$ cat config.mk
export PLATFORM = sky130hd
export DESIGN_NAME = i2c_glitch_trigger_flat
export DESIGN_NICKNAME = d
export VERILOG_FILES = /design/src/rtl/i2c_glitch_trigger_pkg.sv /design/src/rtl/i2c_glitch_trigger_if.sv /design/src/rtl/i2c_glitch_trigger_down_counter.sv /design/src/rtl/i2c_glitch_trigger.sv /design/src/flat_wrapper.sv
export SDC_FILE = /design/constraint.sdc
export NUM_CORES = 1
export LEC_CHECK = 0
export ABC_AREA = 1
export CELL_PAD_IN_SITES_DETAIL_PLACEMENT = 1
export CELL_PAD_IN_SITES_GLOBAL_PLACEMENT = 1
export CORE_MARGIN = 3
export CORE_UTILIZATION = 30
export CTS_CLUSTER_SIZE = 20
export DETAILED_ROUTE_END_ITERATION = 6
export PLACE_DENSITY_LB_ADDON = 0.1
export REMOVE_ABC_BUFFERS = 1
export SETUP_SLACK_MARGIN = 0.05
export SLEW_MARGIN = 15
export SYNTH_ARGS = -nofsm -noshare
export SYNTH_HDL_FRONTEND = slang
export SYNTH_SLANG_ARGS = --single-unit
$ cat constraint.sdc
create_clock -name sysclk -period 2.8 [get_ports sysclk]
set_clock_uncertainty 0.15 [all_clocks]
set_input_delay 0.42 -clock sysclk [delete_from_list [all_inputs] [get_ports sysclk]]
set_output_delay 0.42 -clock sysclk [all_outputs]
set_load 0.05 [all_outputs]
$ cat src/rtl/i2c_glitch_trigger_pkg.sv
// Shared definitions for the I2C glitch trigger: state encodings, byte layout
// and small helpers used by the controller.
package i2c_glitch_trigger_pkg;

  localparam int I2C_WIDTH_DEF = 9;
  localparam int ACK_BIT       = 0;

  localparam logic [2:0] ST_IDLE  = 3'd0;
  localparam logic [2:0] ST_ARMED = 3'd1;
  localparam logic [2:0] ST_ADDR  = 3'd2;
  localparam logic [2:0] ST_DATA  = 3'd3;
  localparam logic [2:0] ST_DELAY = 3'd4;
  localparam logic [2:0] ST_PULSE = 3'd5;
  localparam logic [2:0] ST_DONE  = 3'd6;

  function automatic logic state_busy(input logic [2:0] state);
    return !((state == ST_IDLE) || (state == ST_DONE));
  endfunction

endpackage

$ cat src/rtl/i2c_glitch_trigger_if.sv
// Decoded I2C byte stream as produced by the passive listener.
interface i2c_glitch_trigger_if #(
  parameter int I2C_WIDTH = i2c_glitch_trigger_pkg::I2C_WIDTH_DEF
);
  logic [I2C_WIDTH-1:0] byte_in;
  logic                 byte_ready;
  logic                 sop;
  logic                 eot;

  modport master (output byte_in, output byte_ready, output sop, output eot);
  modport slave  (input  byte_in, input  byte_ready, input  sop, input  eot);
endinterface

$ cat src/rtl/i2c_glitch_trigger_down_counter.sv
// Loadable down counter that stops at zero; used for the delay and pulse phases.
module i2c_glitch_trigger_down_counter #(
  parameter int W = 8
) (
  input  logic         clk,
  input  logic         rst_n,
  input  logic         i_load,
  input  logic         i_en,
  input  logic [W-1:0] i_load_val,
  output logic         o_zero
);

  logic [W-1:0] r_count;

  // NOTE: sequential state uses non-blocking assignments so every flop samples
  // pre-edge values, independent of block ordering.
  always_ff @(posedge clk or negedge rst_n) begin
    if (!rst_n) begin
      r_count <= '0;
    end else if (i_load) begin
      r_count <= i_load_val;
    end else if (i_en && (r_count != '0)) begin
      r_count <= r_count - W'(1);
    end
  end

  assign o_zero = (r_count == '0);

endmodule

$ cat src/rtl/i2c_glitch_trigger.sv
// Glitch trigger controller: matches an address/data byte in the I2C stream,
// waits a programmed delay, then emits a single glitch pulse (one-shot per arm).
module i2c_glitch_trigger
  import i2c_glitch_trigger_pkg::*;
#(
  parameter int I2C_WIDTH = I2C_WIDTH_DEF,
  parameter int DELAY_W   = 16,
  parameter int PULSE_W   = 8,
  parameter int IDX_W     = 4
) (
  input  logic                 sysclk,
  input  logic                 rst_n,
  i2c_glitch_trigger_if.slave  stream,
  input  logic                 arm,
  input  logic                 abort,
  input  logic [7:0]           match_addr,
  input  logic [7:0]           match_data,
  input  logic [7:0]           match_mask,
  input  logic [IDX_W-1:0]     match_index,
  input  logic                 ack_req,
  input  logic [DELAY_W-1:0]   delay_cycles,
  input  logic [PULSE_W-1:0]   pulse_len,
  output logic                 glitch_out,
  output logic                 busy,
  output logic                 fired,
  output logic [2:0]           state_dbg
);

  logic [2:0]         r_state;
  logic               r_glitch;
  logic [IDX_W-1:0]   r_byte_cnt;
  logic [7:0]         r_cfg_addr;
  logic [7:0]         r_cfg_data;
  logic [7:0]         r_cfg_mask;
  logic [IDX_W-1:0]   r_cfg_index;
  logic               r_cfg_ack_req;
  logic [DELAY_W-1:0] r_cfg_delay;
  logic [PULSE_W-1:0] r_cfg_pulse_m1;

  logic [2:0]         w_state_nxt;
  logic               w_enter_delay;
  logic               w_enter_pulse;
  logic               w_clr_cnt;
  logic               w_inc_cnt;
  logic               w_latch_cfg;
  logic               w_dly_zero;
  logic               w_pls_zero;
  logic [I2C_WIDTH-1:0] w_byte;
  logic [7:0]         w_data;
  logic               w_ack_ok;
  logic               w_addr_hit;
  logic               w_data_hit;
  logic [IDX_W-1:0]   w_cnt_inc;

  assign w_byte     = stream.byte_in;
  assign w_data     = w_byte[ACK_BIT+8:ACK_BIT+1];
  assign w_ack_ok   = !r_cfg_ack_req || !w_byte[ACK_BIT];
  assign w_addr_hit = (w_data == r_cfg_addr) && w_ack_ok;
  assign w_data_hit = (((w_data ^ r_cfg_data) & r_cfg_mask) == 8'h00) && w_ack_ok;
  assign w_cnt_inc  = (r_byte_cnt == '1) ? r_byte_cnt : r_byte_cnt + IDX_W'(1);

  // NOTE: every always_comb output gets a default before the case so no path
  // leaves a signal unassigned and infers a latch.
  always_comb begin
    w_state_nxt   = r_state;
    w_enter_delay = 1'b0;
    w_clr_cnt     = 1'b0;
    w_inc_cnt     = 1'b0;
    if (abort) begin
      w_state_nxt = ST_IDLE;
    end else begin
      case (r_state)
        ST_IDLE, ST_DONE: if (arm) w_state_nxt = ST_ARMED;
        ST_ARMED: begin
          if (stream.sop) begin
            w_state_nxt = ST_ADDR;
            w_clr_cnt   = 1'b1;
          end
        end
        ST_ADDR, ST_DATA: begin
          // Repeated start wins over a byte in the same cycle; stop beats a byte.
          if (stream.sop) begin
            w_state_nxt = ST_ADDR;
            w_clr_cnt   = 1'b1;
          end else if (stream.eot) begin
            w_state_nxt = ST_ARMED;
          end else if (stream.byte_ready) begin
            if (r_state == ST_ADDR) begin
              if (!w_addr_hit) begin
                w_state_nxt = ST_ARMED;
              end else if (r_cfg_index == '0) begin
                w_state_nxt   = ST_DELAY;
                w_enter_delay = 1'b1;
              end else begin
                w_state_nxt = ST_DATA;
              end
            end else begin
              w_inc_cnt = 1'b1;
              if (w_cnt_inc == r_cfg_index) begin
                if (w_data_hit) begin
                  w_state_nxt   = ST_DELAY;
                  w_enter_delay = 1'b1;
                end else begin
                  w_state_nxt = ST_ARMED;
                end
              end
            end
          end
        end
        ST_DELAY: if (w_dly_zero) w_state_nxt = ST_PULSE;
        ST_PULSE: if (w_pls_zero) w_state_nxt = ST_DONE;
        default:  w_state_nxt = ST_IDLE;
      endcase
    end
  end

  assign w_enter_pulse = (r_state == ST_DELAY) && (w_state_nxt == ST_PULSE);
  assign w_latch_cfg   = (w_state_nxt == ST_ARMED) &&
                         ((r_state == ST_IDLE) || (r_state == ST_DONE));

  always_ff @(posedge sysclk or negedge rst_n) begin
    if (!rst_n) begin
      r_state    <= ST_IDLE;
      r_glitch   <= 1'b0;
      r_byte_cnt <= '0;
    end else begin
      r_state  <= w_state_nxt;
      r_glitch <= (w_state_nxt == ST_PULSE);
      if (w_clr_cnt) begin
        r_byte_cnt <= '0;
      end else if (w_inc_cnt) begin
        r_byte_cnt <= w_cnt_inc;
      end
    end
  end

  // NOTE: config registers are plain flops, not a memory, so they take the
  // async reset like everything else and never hold stale values after reset.
  always_ff @(posedge sysclk or negedge rst_n) begin
    if (!rst_n) begin
      r_cfg_addr     <= '0;
      r_cfg_data     <= '0;
      r_cfg_mask     <= '0;
      r_cfg_index    <= '0;
      r_cfg_ack_req  <= 1'b0;
      r_cfg_delay    <= '0;
      r_cfg_pulse_m1 <= '0;
    end else if (w_latch_cfg) begin
      r_cfg_addr     <= match_addr;
      r_cfg_data     <= match_data;
      r_cfg_mask     <= match_mask;
      r_cfg_index    <= match_index;
      r_cfg_ack_req  <= ack_req;
      r_cfg_delay    <= delay_cycles;
      // A zero length still yields a one-cycle pulse.
      r_cfg_pulse_m1 <= (pulse_len == '0) ? '0 : pulse_len - PULSE_W'(1);
    end
  end

  i2c_glitch_trigger_down_counter #(.W(DELAY_W)) u_delay_cnt (
    .clk        (sysclk),
    .rst_n      (rst_n),
    .i_load     (w_enter_delay),
    .i_en       (r_state == ST_DELAY),
    .i_load_val (r_cfg_delay),
    .o_zero     (w_dly_zero)
  );

  i2c_glitch_trigger_down_counter #(.W(PULSE_W)) u_pulse_cnt (
    .clk        (sysclk),
    .rst_n      (rst_n),
    .i_load     (w_enter_pulse),
    .i_en       (r_state == ST_PULSE),
    .i_load_val (r_cfg_pulse_m1),
    .o_zero     (w_pls_zero)
  );

  assign glitch_out = r_glitch;
  assign busy       = state_busy(r_state);
  assign fired      = (r_state == ST_DONE);
  assign state_dbg  = r_state;

endmodule

$ cat src/flat_wrapper.sv
// flat-port wrapper written by rule: the top's interface ports become plain ports
module i2c_glitch_trigger_flat import i2c_glitch_trigger_pkg::*;
#(
  parameter int I2C_WIDTH = I2C_WIDTH_DEF,
  parameter int DELAY_W   = 16,
  parameter int PULSE_W   = 8,
  parameter int IDX_W     = 4
)
  (sysclk, rst_n, arm, abort, match_addr, match_data, match_mask, match_index, ack_req, delay_cycles, pulse_len, glitch_out, busy, fired, state_dbg, stream_byte_in, stream_byte_ready, stream_sop, stream_eot);
  i2c_glitch_trigger_if #(.I2C_WIDTH(I2C_WIDTH)) stream_i ();
  input  logic sysclk;
  input  logic rst_n;
  input  logic arm;
  input  logic abort;
  input  logic [7:0] match_addr;
  input  logic [7:0] match_data;
  input  logic [7:0] match_mask;
  input  logic [IDX_W-1:0] match_index;
  input  logic ack_req;
  input  logic [DELAY_W-1:0] delay_cycles;
  input  logic [PULSE_W-1:0] pulse_len;
  output logic glitch_out;
  output logic busy;
  output logic fired;
  output logic [2:0] state_dbg;
  input wire logic [$bits(stream_i.byte_in)-1:0] stream_byte_in;
  input wire logic [$bits(stream_i.byte_ready)-1:0] stream_byte_ready;
  input wire logic [$bits(stream_i.sop)-1:0] stream_sop;
  input wire logic [$bits(stream_i.eot)-1:0] stream_eot;
  assign stream_i.byte_in = stream_byte_in;
  assign stream_i.byte_ready = stream_byte_ready;
  assign stream_i.sop = stream_sop;
  assign stream_i.eot = stream_eot;
  i2c_glitch_trigger #(.I2C_WIDTH(I2C_WIDTH), .DELAY_W(DELAY_W), .PULSE_W(PULSE_W), .IDX_W(IDX_W)) u_core (.sysclk(sysclk), .rst_n(rst_n), .stream(stream_i), .arm(arm), .abort(abort), .match_addr(match_addr), .match_data(match_data), .match_mask(match_mask), .match_index(match_index), .ack_req(ack_req), .delay_cycles(delay_cycles), .pulse_len(pulse_len), .glitch_out(glitch_out), .busy(busy), .fired(fired), .state_dbg(state_dbg));
endmodule
==> impl_metrics.tcl, run 1 <==
set metrics [dict create \
    grt_pass1_wl_um 23400 \
    cts_tree "built" \
    syn_avg_cell_area_um2 7.391 \
    max_cap_viol_count 0 \
    yosysWarnings 0 \
    wl_met1_um 7173 \
    overflow 0 \
    yosysSeqAreaShare 0.4448 \
    slowest_stage "dfrtp_1" \
    cts_root_buf "clkbuf_16" \
    hold_ws_ps 327.2 \
    syn_inst 647 \
    cpMostUsedCell "nand2_2" \
    finalMaxSlewViolations 0 \
    gp_congestion 0.8975 \
    yosysTopAreaCellShare 0.4448 \
    path_class "register to register" \
    period_share 0.9855 \
    pwr-share-comb 0.314 \
    vdd_drop_max_mv 0.3321 \
    drt_first_pass_iters 4 \
    postLayoutCoreUtil 0.4567 \
    rows 45 \
    clk_pin_slew_ps 70 \
    pin_count 75 \
    ys_ff_latch 85 \
    clock.fmax_mhz 362.4 \
    drive_gt1_frac 0.2146 \
    dpl-instance-area_um2 5941 \
    setup_viol 0 \
    worstPathMaxFanout 5 \
    final_area_um2 7020 \
    area_growth_pct 46.81 \
    synthFlopType "dfrtp_1" \
    timing.hold.worst.class "register to register" \
    required_ps 2890 \
    dp_cells 946 \
    dp_slack_ps -291.7 \
    syn-cell-area_um2 4782 \
    rsz0062_at_grt "true" \
    worstMarginPinSlew_ps 702.4 \
    p_seq_frac 0.394 \
    clk_latency_ps 360 \
    wirelength_um 15750 \
    post_drt_via_cell_ratio 4.699 \
    dr_wl_met3_um 386 \
    drt_iter0_markers 120 \
    yosysMostFrequentCell "nand2_1" \
    grt_pass1_vias 4801 \
    pwr-share-clk 0.293 \
    htree_levels 3 \
    synth_cell_type_count 38 \
    internal_power_mw 3.007 \
    arrival_ps 2840 \
    grt_start_max_net_pins 41 \
    coreArea_um2 15370 \
    via_count 4671 \
    slowest_delay_ps 400 \
    initial_core_util 0.3111 \
    path_cells "ha_4 > nand2_4 > nor2_4 > nand2_2 > nand3b_1 > nand2_1 > nor2_2 > nand2_2 > o21ai_2 > o21ai_1 > nand2_1 > nand2_2 > inv_2 > nor2_4 > nand3_4 > buf_12 > clkinv_8 > clkbuf_16 > nand2_2 > o21ai_1" \
    wire_per_inst_um 15.84 \
    routed.top_layer "met4" \
    final.min_clock_period_ps 2759 \
    antenna_cells 0 \
    synthArstFlopShare 1.000 \
    synth_area_leaders "dfrtp_1, nand2_1, inv_1" \
    die_h_um 132.3 \
    cp-end-kind "register" \
    dieArea_um2 17490 \
    startpoint_type "register" \
    p_sw_frac 0.3329 \
    dp_hpwl_um 10310 \
    ant_nets 0 \
    chipWidth_um 132.3 \
    track_usage 0.1650 \
    timing_hold_violations_final 0 \
    relSlewSlack 0.5256 \
    p_sw_mw 1.500 \
    leakagePower_nw 3.458 \
    r2r_setup_slack_ps 40 \
    finalWorstSetupSlack_ps 40.64 \
    clockBufferDepth 2 \
    fin_cells 994 \
    io_buffers 74 \
    fin_nets 851 \
    route.detailed.drc 0 \
    wl_met2_um 7929 \
    status "finished, final reports clean" \
    synth_edf_count 0 \
    yosys.area.top_type "dfrtp_1" \
    cts_sinks 85 \
    antenna_found_initial 0 \
    synth_common_cells "nand2_1, dfrtp_1, inv_1" \
    powerDensity_nw_per_um2 641.9 \
    cts-buffers-inserted 9 \
]
-- cell usage in the layout, fill, tap and decap left out, types with 6 or more instances in the layout --
| master | n |
|---|---|
| buf_12 | 6 |
| nand2_4 | 7 |
| o21ai_2 | 15 |
| clkdlybuf4s50_1 | 70 |
| nand2_2 | 21 |
| nor2_2 | 7 |
| inv_1 | 82 |
| buf_6 | 7 |
| dfrtp_1 | 84 |
| nand2_1 | 197 |
| nor2_1 | 42 |
| buf_4 | 38 |
| nand3_2 | 10 |
| a21oi_1 | 8 |
| o21bai_1 | 7 |
| nor3_1 | 7 |
| nor2_4 | 8 |
| xnor2_1 | 8 |
| o221ai_1 | 11 |
| o21ai_0 | 14 |
| xor2_1 | 11 |
| or2_2 | 9 |
| o21ai_1 | 18 |
| nand3_1 | 33 |
| clkbuf_16 | 16 |
-- layer usage --
| metal | global-route usage | up-vias |
|---|---|---|
| met5 | 0 | - |
| met3 | 0.02672 | 16 |
| met1 | 0.2117 | 2278 |
| met2 | 0.2799 | 62 |
| met4 | 0.06293 | 0 |
| li1 | - | 2315 |
-- final timing paths --
check | startpoint | to | cells past startpoint
setup / recovery | u_core.r_byte_cnt[1] | u_core.r_cfg_index[2] | 20
setup reg to reg | u_core.r_byte_cnt[1] | u_core.r_cfg_index[2] | 20
hold reg to reg | u_core.r_cfg_delay[6] | u_core.r_cfg_delay[6] | 2
max in group asynchronous | rst_n | u_core.u_pulse_cnt.r_count[5] | 3
min in group asynchronous | rst_n | u_core.r_cfg_delay[3] | 2
hold / removal | u_core.r_cfg_delay[6] | u_core.r_cfg_delay[6] | 2
-- layout make-up --
class / count / area, um^2
timing repair inverter: 2 / 22.52
timing repair buffer: 133 / 1435
tap: 211 / 264.0
sequential: 85 / 2128
fill: 1871 / 8351
clock inverter: 5 / 82.58
multi-input combinational: 458 / 2509
inverter: 89 / 346.6
clock buffer: 11 / 232.7
-- stage by stage --
step	power (mW)	TNS [ps]
6_report	4.507	0
3_3_place_gp	2.817	-10950
3_5_place_dp	2.865	-15430
2_1_floorplan	2.399	-24100
5_1_grt	4.820	-6168
4_1_cts	4.239	0
-- what timing repair did --
item                                    in CTS  in global routing
hold buffers                                 1                  0
pin swaps                                    7                 23
gates cloned                                 1                 13
hold endpoints to repair                    26                  0
endpoints found under the setup margin      60                 78
resized for setup                            7                112
setup buffers                                7                 10
-- state kept, by name, summed over array words and instances (netlist names) --
register and count:
u_core.r_cfg_delay 16, u_core.u_delay_cnt.r_count 16, u_core.r_cfg_addr 8, u_core.r_cfg_data 8, u_core.r_cfg_mask 8, u_core.r_cfg_pulse_m1 8
u_core.u_pulse_cnt.r_count 8, u_core.r_byte_cnt 4, u_core.r_cfg_index 4, u_core.state_dbg 3, u_core.glitch_out 1, u_core.r_cfg_ack_req 1
-- cell families after synthesis --
logic type      share of synthesized area
simple gates                       0.3153
buf+inv                           0.09053
fa+ha+maj                         0.01047
flops                              0.4448
compound gates                     0.1023
xor+xnor                          0.03663
-- critical path, delay by kind of cell (launching register included) --
family | cells | cell delay [ps]
flip-flops | 1 | 400
AO/OA/AOI/OAI | 3 | 370
buffers and inverters | 4 | 480
AND/OR/NAND/NOR | 12 | 1040
adder cells (fa/ha/maj) | 1 | 190
-- power by group through the flow --
| stage | sequential, mW | combinational (mW) | clock [mW] |
|---|---|---|---|
| floorplan | 1.74 | 0.656 | 0 |
| global placement | 1.77 | 1.04 | 0 |
| detailed placement | 1.79 | 1.08 | 0 |
| CTS | 1.77 | 1.11 | 1.36 |
| global route | 1.82 | 1.59 | 1.41 |
| finish | 1.77 | 1.41 | 1.32 |
(Power assumes the default switching activity.)
==> run 2, diff against run 1 <==
--- a/config.mk
+++ b/config.mk
@@ -8,7 +8,6 @@
 export ABC_AREA = 1
 export CELL_PAD_IN_SITES_DETAIL_PLACEMENT = 1
 export CELL_PAD_IN_SITES_GLOBAL_PLACEMENT = 1
-export CORE_MARGIN = 3
 export CORE_UTILIZATION = 30
 export CTS_CLUSTER_SIZE = 20
 export DETAILED_ROUTE_END_ITERATION = 6
==> constraint.sdc (replaced) <==
create_clock -name sysclk -period 2.7 [get_ports sysclk]
set_clock_uncertainty 0.15 [all_clocks]
set_input_delay 0.81 -clock sysclk [delete_from_list [all_inputs] [get_ports sysclk]]
set_output_delay 0.81 -clock sysclk [all_outputs]
set_load 0.05 [all_outputs]
==> impl_metrics.tcl, run 2 (synthesis gave the netlist of run 1 again) <==
set metrics [dict create \
    status "complete, but fails checks" \
    violations "setup timing" \
    area_growth_pct 46.68 \
    grt_pass1_vias 5028 \
    startpoint_type "input port" \
    path_class "input port to register" \
    clockBufferDepth 2 \
    timing.hold.worst.class "input port to async pin" \
    fin_nets 851 \
    hold_ws_ps 244.2 \
    ant_nets 0 \
    htree_levels 3 \
    vdd_drop_max_mv 0.3538 \
    cp-endpoint "u_core.r_cfg_delay[3]" \
    holdBufCountCts 0 \
    slowest_stage "or2_2" \
    worstMarginPinSlew_ps 506.0 \
    layout_commonest_cell "nand2_1" \
    wirelength_um 14860 \
    setup_viol 9 \
    relSlewSlack 0.6621 \
    max_cap_viol_count 0 \
    top_regs "u_core.r_cfg_delay (16), u_core.u_delay_cnt.r_count (16)" \
    cp-startpoint "stream_byte_in[6]" \
    worstPathMaxFanout 6 \
    initial_core_util 0.3111 \
    clock.fmax_mhz 363.3 \
    cts-buffers-inserted 9 \
    grt_start_max_net_pins 43 \
    reg2reg_depth 21 \
    dpl-instance-area_um2 6041 \
    powerDensity_nw_per_um2 657.0 \
    final_cell_mix "nand2_1, dfrtp_1, inv_1" \
    rsz0062_at_grt "true" \
    cts_root_buf "clkbuf_16" \
    leakagePower_nw 3.424 \
    via_count 4647 \
    finalPower_mw 4.609 \
    gp_congestion 0.8777 \
    finalWorstSetupSlack_ps -52.76 \
    grt_pass1_wl_um 24450 \
    timing_hold_violations_final 0 \
    final.min_clock_period_ps 2753 \
    overflow 0 \
    fin_cells 994 \
    r2r_end "u_core.r_cfg_delay[3]" \
    dp_hpwl_um 10270 \
    final_area_um2 7014 \
    io_buffers 74 \
    cts_sinks 85 \
    clk_latency_ps 350 \
    wire_per_inst_um 14.95 \
    drt_first_pass_iters 4 \
    antenna_cells 0 \
    arrival_ps 2840 \
    pin_count 75 \
    r2r-start "u_core.r_byte_cnt[1]" \
    antenna_found_initial 0 \
    rows 45 \
    dieArea_um2 16450 \
    finalMaxSlewViolations 0 \
    drt_iter0_markers 158 \
    r2r_setup_slack_ps -50 \
    path_cells "buf_2 > or2_2 > nand3_1 > nand2_1 > nor2_1 > nand3_2 > o21ai_4 > o21ai_1 > nand2_1 > nand2_2 > inv_2 > nor2_4 > nand3_4 > inv_8 > buf_6 > clkbuf_16 > nand2_2 > o21ai_1" \
    post_drt_via_cell_ratio 4.675 \
    cp-end-kind "register" \
    chipWidth_um 128.3 \
    track_usage 0.1927 \
    die_h_um 128.3 \
    period_share 1.020 \
    slowest_delay_ps 290 \
    dp_cells 957 \
    drive_gt1_frac 0.2554 \
    required_ps 2790 \
    route.detailed.drc 0 \
    coreArea_um2 15370 \
    cts_tree "built" \
    clk_pin_slew_ps 70 \
]
run 2: layout make-up:
| class | count | area [um^2] |
|---|---|---|
| timing repair buffer | 134 | 1303 |
| clock buffer | 10 | 229.0 |
| sequential | 85 | 2128 |
| clock inverter | 6 | 96.34 |
| fill | 1859 | 8357 |
| inverter | 89 | 344.1 |
| multi-input combinational | 459 | 2650 |
| tap | 211 | 264.0 |
run 2: routing by layer:
metal / vias to the layer above / track usage / share of wire
met5: - / 0 / 0
met3: 22 / 0.02629 / 0.029
met4: 0 / 0.08927 / 0.028
met2: 74 / 0.3418 / 0.51
li1: 2312 / - / -
met1: 2239 / 0.2297 / 0.44
run 2: how the worst min path moves through the flow:
stage,endpoint,cells after the start,start
2_1_floorplan,u_core.r_cfg_mask[7],2,u_core.r_cfg_mask[7]
3_3_place_gp,u_core.r_cfg_mask[7],2,u_core.r_cfg_mask[7]
3_5_place_dp,u_core.r_cfg_ack_req,2,u_core.r_cfg_ack_req
4_1_cts,u_core.u_delay_cnt.r_count[1],1,rst_n
5_1_grt,u_core.u_delay_cnt.r_count[1],1,rst_n
6_report,u_core.u_delay_cnt.r_count[0],1,rst_n
run 2: report_power, final:
part           total, mW  switching (mW)  internal, mW
clock               1.38           0.560         0.821
combinational       1.37           0.763         0.606
sequential          1.86           0.225          1.63
total               4.61            1.55          3.06
run 2: stage by stage:
| step | utilization | setup WS [ps] | setup TNS [ps] |
|---|---|---|---|
| after floorplan | - | -603.4 | -29200 |
| after global placement | 0.3930 | -637.0 | -44010 |
| after detailed placement | 0.3930 | -779.1 | -50040 |
| after CTS | 0.4386 | 4.541 | 0 |
| after global routing | 0.4563 | -262.1 | -11480 |
| final | 0.4563 | -52.76 | -269.5 |
run 2: repair_timing:
| item | in CTS | in global routing |
|---|---|---|
| pin swaps | 16 | 29 |
| setup buffers | 15 | 3 |
| gates cloned | 3 | 3 |
| resized for setup | 87 | 85 |
| endpoints found under the setup margin | 79 | 78 |
run 2: worst max-delay path: cells and delay by family:
family	cells	cell delay (ps)
buf+inv	5	560
simple gates	10	1120
compound gates	3	340
==> run 3, diff against run 2 <==
--- a/config.mk
+++ b/config.mk
@@ -8,7 +8,7 @@
 export ABC_AREA = 1
 export CELL_PAD_IN_SITES_DETAIL_PLACEMENT = 1
 export CELL_PAD_IN_SITES_GLOBAL_PLACEMENT = 1
-export CORE_UTILIZATION = 30
+export CORE_UTILIZATION = 39
 export CTS_CLUSTER_SIZE = 20
 export DETAILED_ROUTE_END_ITERATION = 6
 export PLACE_DENSITY_LB_ADDON = 0.1
==> impl_metrics.tcl, run 3 (synthesis gave the netlist of run 1 again) <==
set metrics [dict create \
    status "complete, but fails checks" \
    violations "setup timing" \
    overflow 0 \
    startpoint_type "input port" \
    htree_levels 3 \
    clk_pin_slew_ps 60 \
    antenna_found_initial 0 \
    path_depth 18 \
    relSlewSlack 0.6705 \
    arrival_ps 2900 \
    drt_iter0_markers 185 \
    cpMostUsedCell "nand2_1" \
    required_ps 2780 \
    slowest_stage "a21oi_1" \
    wirelength_um 15190 \
    dp_cells 891 \
    ant_nets 0 \
    crit_family "simple AND/OR/NAND/NOR gates" \
    antenna_cells 0 \
    worstPathMaxFanout 9 \
    final.min_clock_period_ps 2822 \
    fin_nets 853 \
    track_usage 0.2404 \
    finalMaxSlewViolations 0 \
    io_buffers 74 \
    vdd_drop_max_mv 0.2735 \
    route.detailed.drc 0 \
    setup_viol 55 \
    post_drt_via_cell_ratio 5.034 \
    r2r_setup_slack_ps -70 \
    layout_commonest_cell "nand2_1" \
    leakagePower_nw 3.409 \
    final_cell_mix "nand2_1, dfrtp_1, inv_1" \
    clockBufferDepth 2 \
    worstMarginPinSlew_ps 492.7 \
    area_growth_pct 45.74 \
    max_cap_viol_count 0 \
    path_buf_inv 5 \
    reg2reg_depth 19 \
    via_count 4687 \
    cts_sinks 85 \
    cts_root_buf "clkbuf_16" \
    powerDensity_nw_per_um2 649.4 \
    chipWidth_um 112.7 \
    initial_core_util 0.3998 \
    wire_per_inst_um 16.32 \
    grt_start_max_net_pins 46 \
    fin_cells 931 \
    timing_hold_violations_final 0 \
    period_share 1.045 \
    holdBufCountCts 0 \
    top_regs "u_core.r_cfg_delay (16), u_core.u_delay_cnt.r_count (16)" \
    gp_congestion 0.8750 \
    clock.fmax_mhz 354.4 \
    path_class "input port to register" \
    drive_gt1_frac 0.2806 \
    cts_tree "built" \
    drt_first_pass_iters 4 \
    rows 40 \
    dp_hpwl_um 9900 \
    die_h_um 112.7 \
    dieArea_um2 12710 \
    postLayoutCoreUtil 0.5826 \
    slowest_delay_ps 240 \
    grt_pass1_wl_um 23850 \
    timing.hold.worst.class "input port to async pin" \
    pin_count 75 \
    rsz0062_at_grt "true" \
    cp-end-kind "register" \
    cts-buffers-inserted 9 \
    grt_pass1_vias 4961 \
    path_cells "clkdlybuf4s15_2 > nand2_1 > nand2_1 > nor2_1 > inv_1 > nor2_2 > nand3_2 > a21oi_1 > o21ai_2 > nand2_2 > nand2_2 > inv_2 > nor2_2 > nand3_4 > clkinv_8 > clkbuf_16 > nand2_1 > o21ai_1" \
    finalWorstSetupSlack_ps -122.0 \
    clk_latency_ps 350 \
    coreArea_um2 11960 \
]
[run 3: stage by stage]
stage / power (mW) / setup TNS (ps) / setup slack [ps] / cell area [um^2] / hold slack, ps
2_1_floorplan: 2.488 / -29200 / -603.4 / 4683 / 293.3
3_3_place_gp: 2.928 / -43680 / -630.6 / 5946 / 309.2
3_5_place_dp: 2.998 / -50970 / -762.0 / 5946 / 311.9
4_1_cts: 4.397 / -9.376 / -9.376 / 6615 / 199.7
5_1_grt: 4.800 / -15710 / -281.5 / 6969 / 217.6
6_report: 4.526 / -4887 / -122.0 / 6969 / 201.9
[run 3: layout make-up]
type,count,area (um^2)
fillers,1438,4992
inverters,89,349.1
multi-input cells,458,2634
flip-flops and latches,85,2128
repair buffers,137,1388
clock inverters,2,16.27
well taps,147,183.9
clock buffers,13,270.3
[run 3: worst register-to-register path: stages (launching register included)]
cell       delay, ps
dfrtp_1          390
ha_4             190
nand3_2          160
nand2_2          120
nand2_2           60
nand2_1           50
nand2_1           60
nor2_2           110
nand2_2          130
o21ai_4          210
o21ai_2          100
nand2_2          100
nand2_2          100
inv_2             90
nor2_2            50
nand3_4          120
clkinv_8         140
clkbuf_16        200
nand2_1           50
o21ai_1           60
[run 3: metal layers]
metal	vias up	share of wire	track usage
li1	2308	-	-
met5	-	0	0
met3	23	0.024	0.03160
met1	2280	0.43	0.2871
met4	0	0.024	0.1049
met2	76	0.53	0.4329
[run 3: worst paths after layout]
| check | start | end |
|---|---|---|
| max | stream_byte_in[5] | u_core.r_cfg_delay[1] |
| min reg2reg | u_core.r_cfg_delay[10] | u_core.r_cfg_delay[10] |
| max in group asynchronous | rst_n | u_core.r_byte_cnt[2] |
| min in group sysclk | u_core.r_cfg_delay[10] | u_core.r_cfg_delay[10] |
| max reg2reg | u_core.r_byte_cnt[0] | u_core.r_cfg_delay[1] |
| min | rst_n | u_core.u_delay_cnt.r_count[2] |
[run 3: what timing repair did]
action,4_1_cts,5_1_grt
pin swaps,33,25
endpoints found under the setup margin,79,79
setup buffers,12,7
gates resized for setup,96,93
gates cloned,3,3
[run 3: power breakdown]
group / total (mW) / internal [mW] / switching [mW]
clock network: 1.22 / 0.698 / 0.523
logic: 1.45 / 0.652 / 0.799
registers: 1.85 / 1.63 / 0.219
total: 4.53 / 2.98 / 1.54
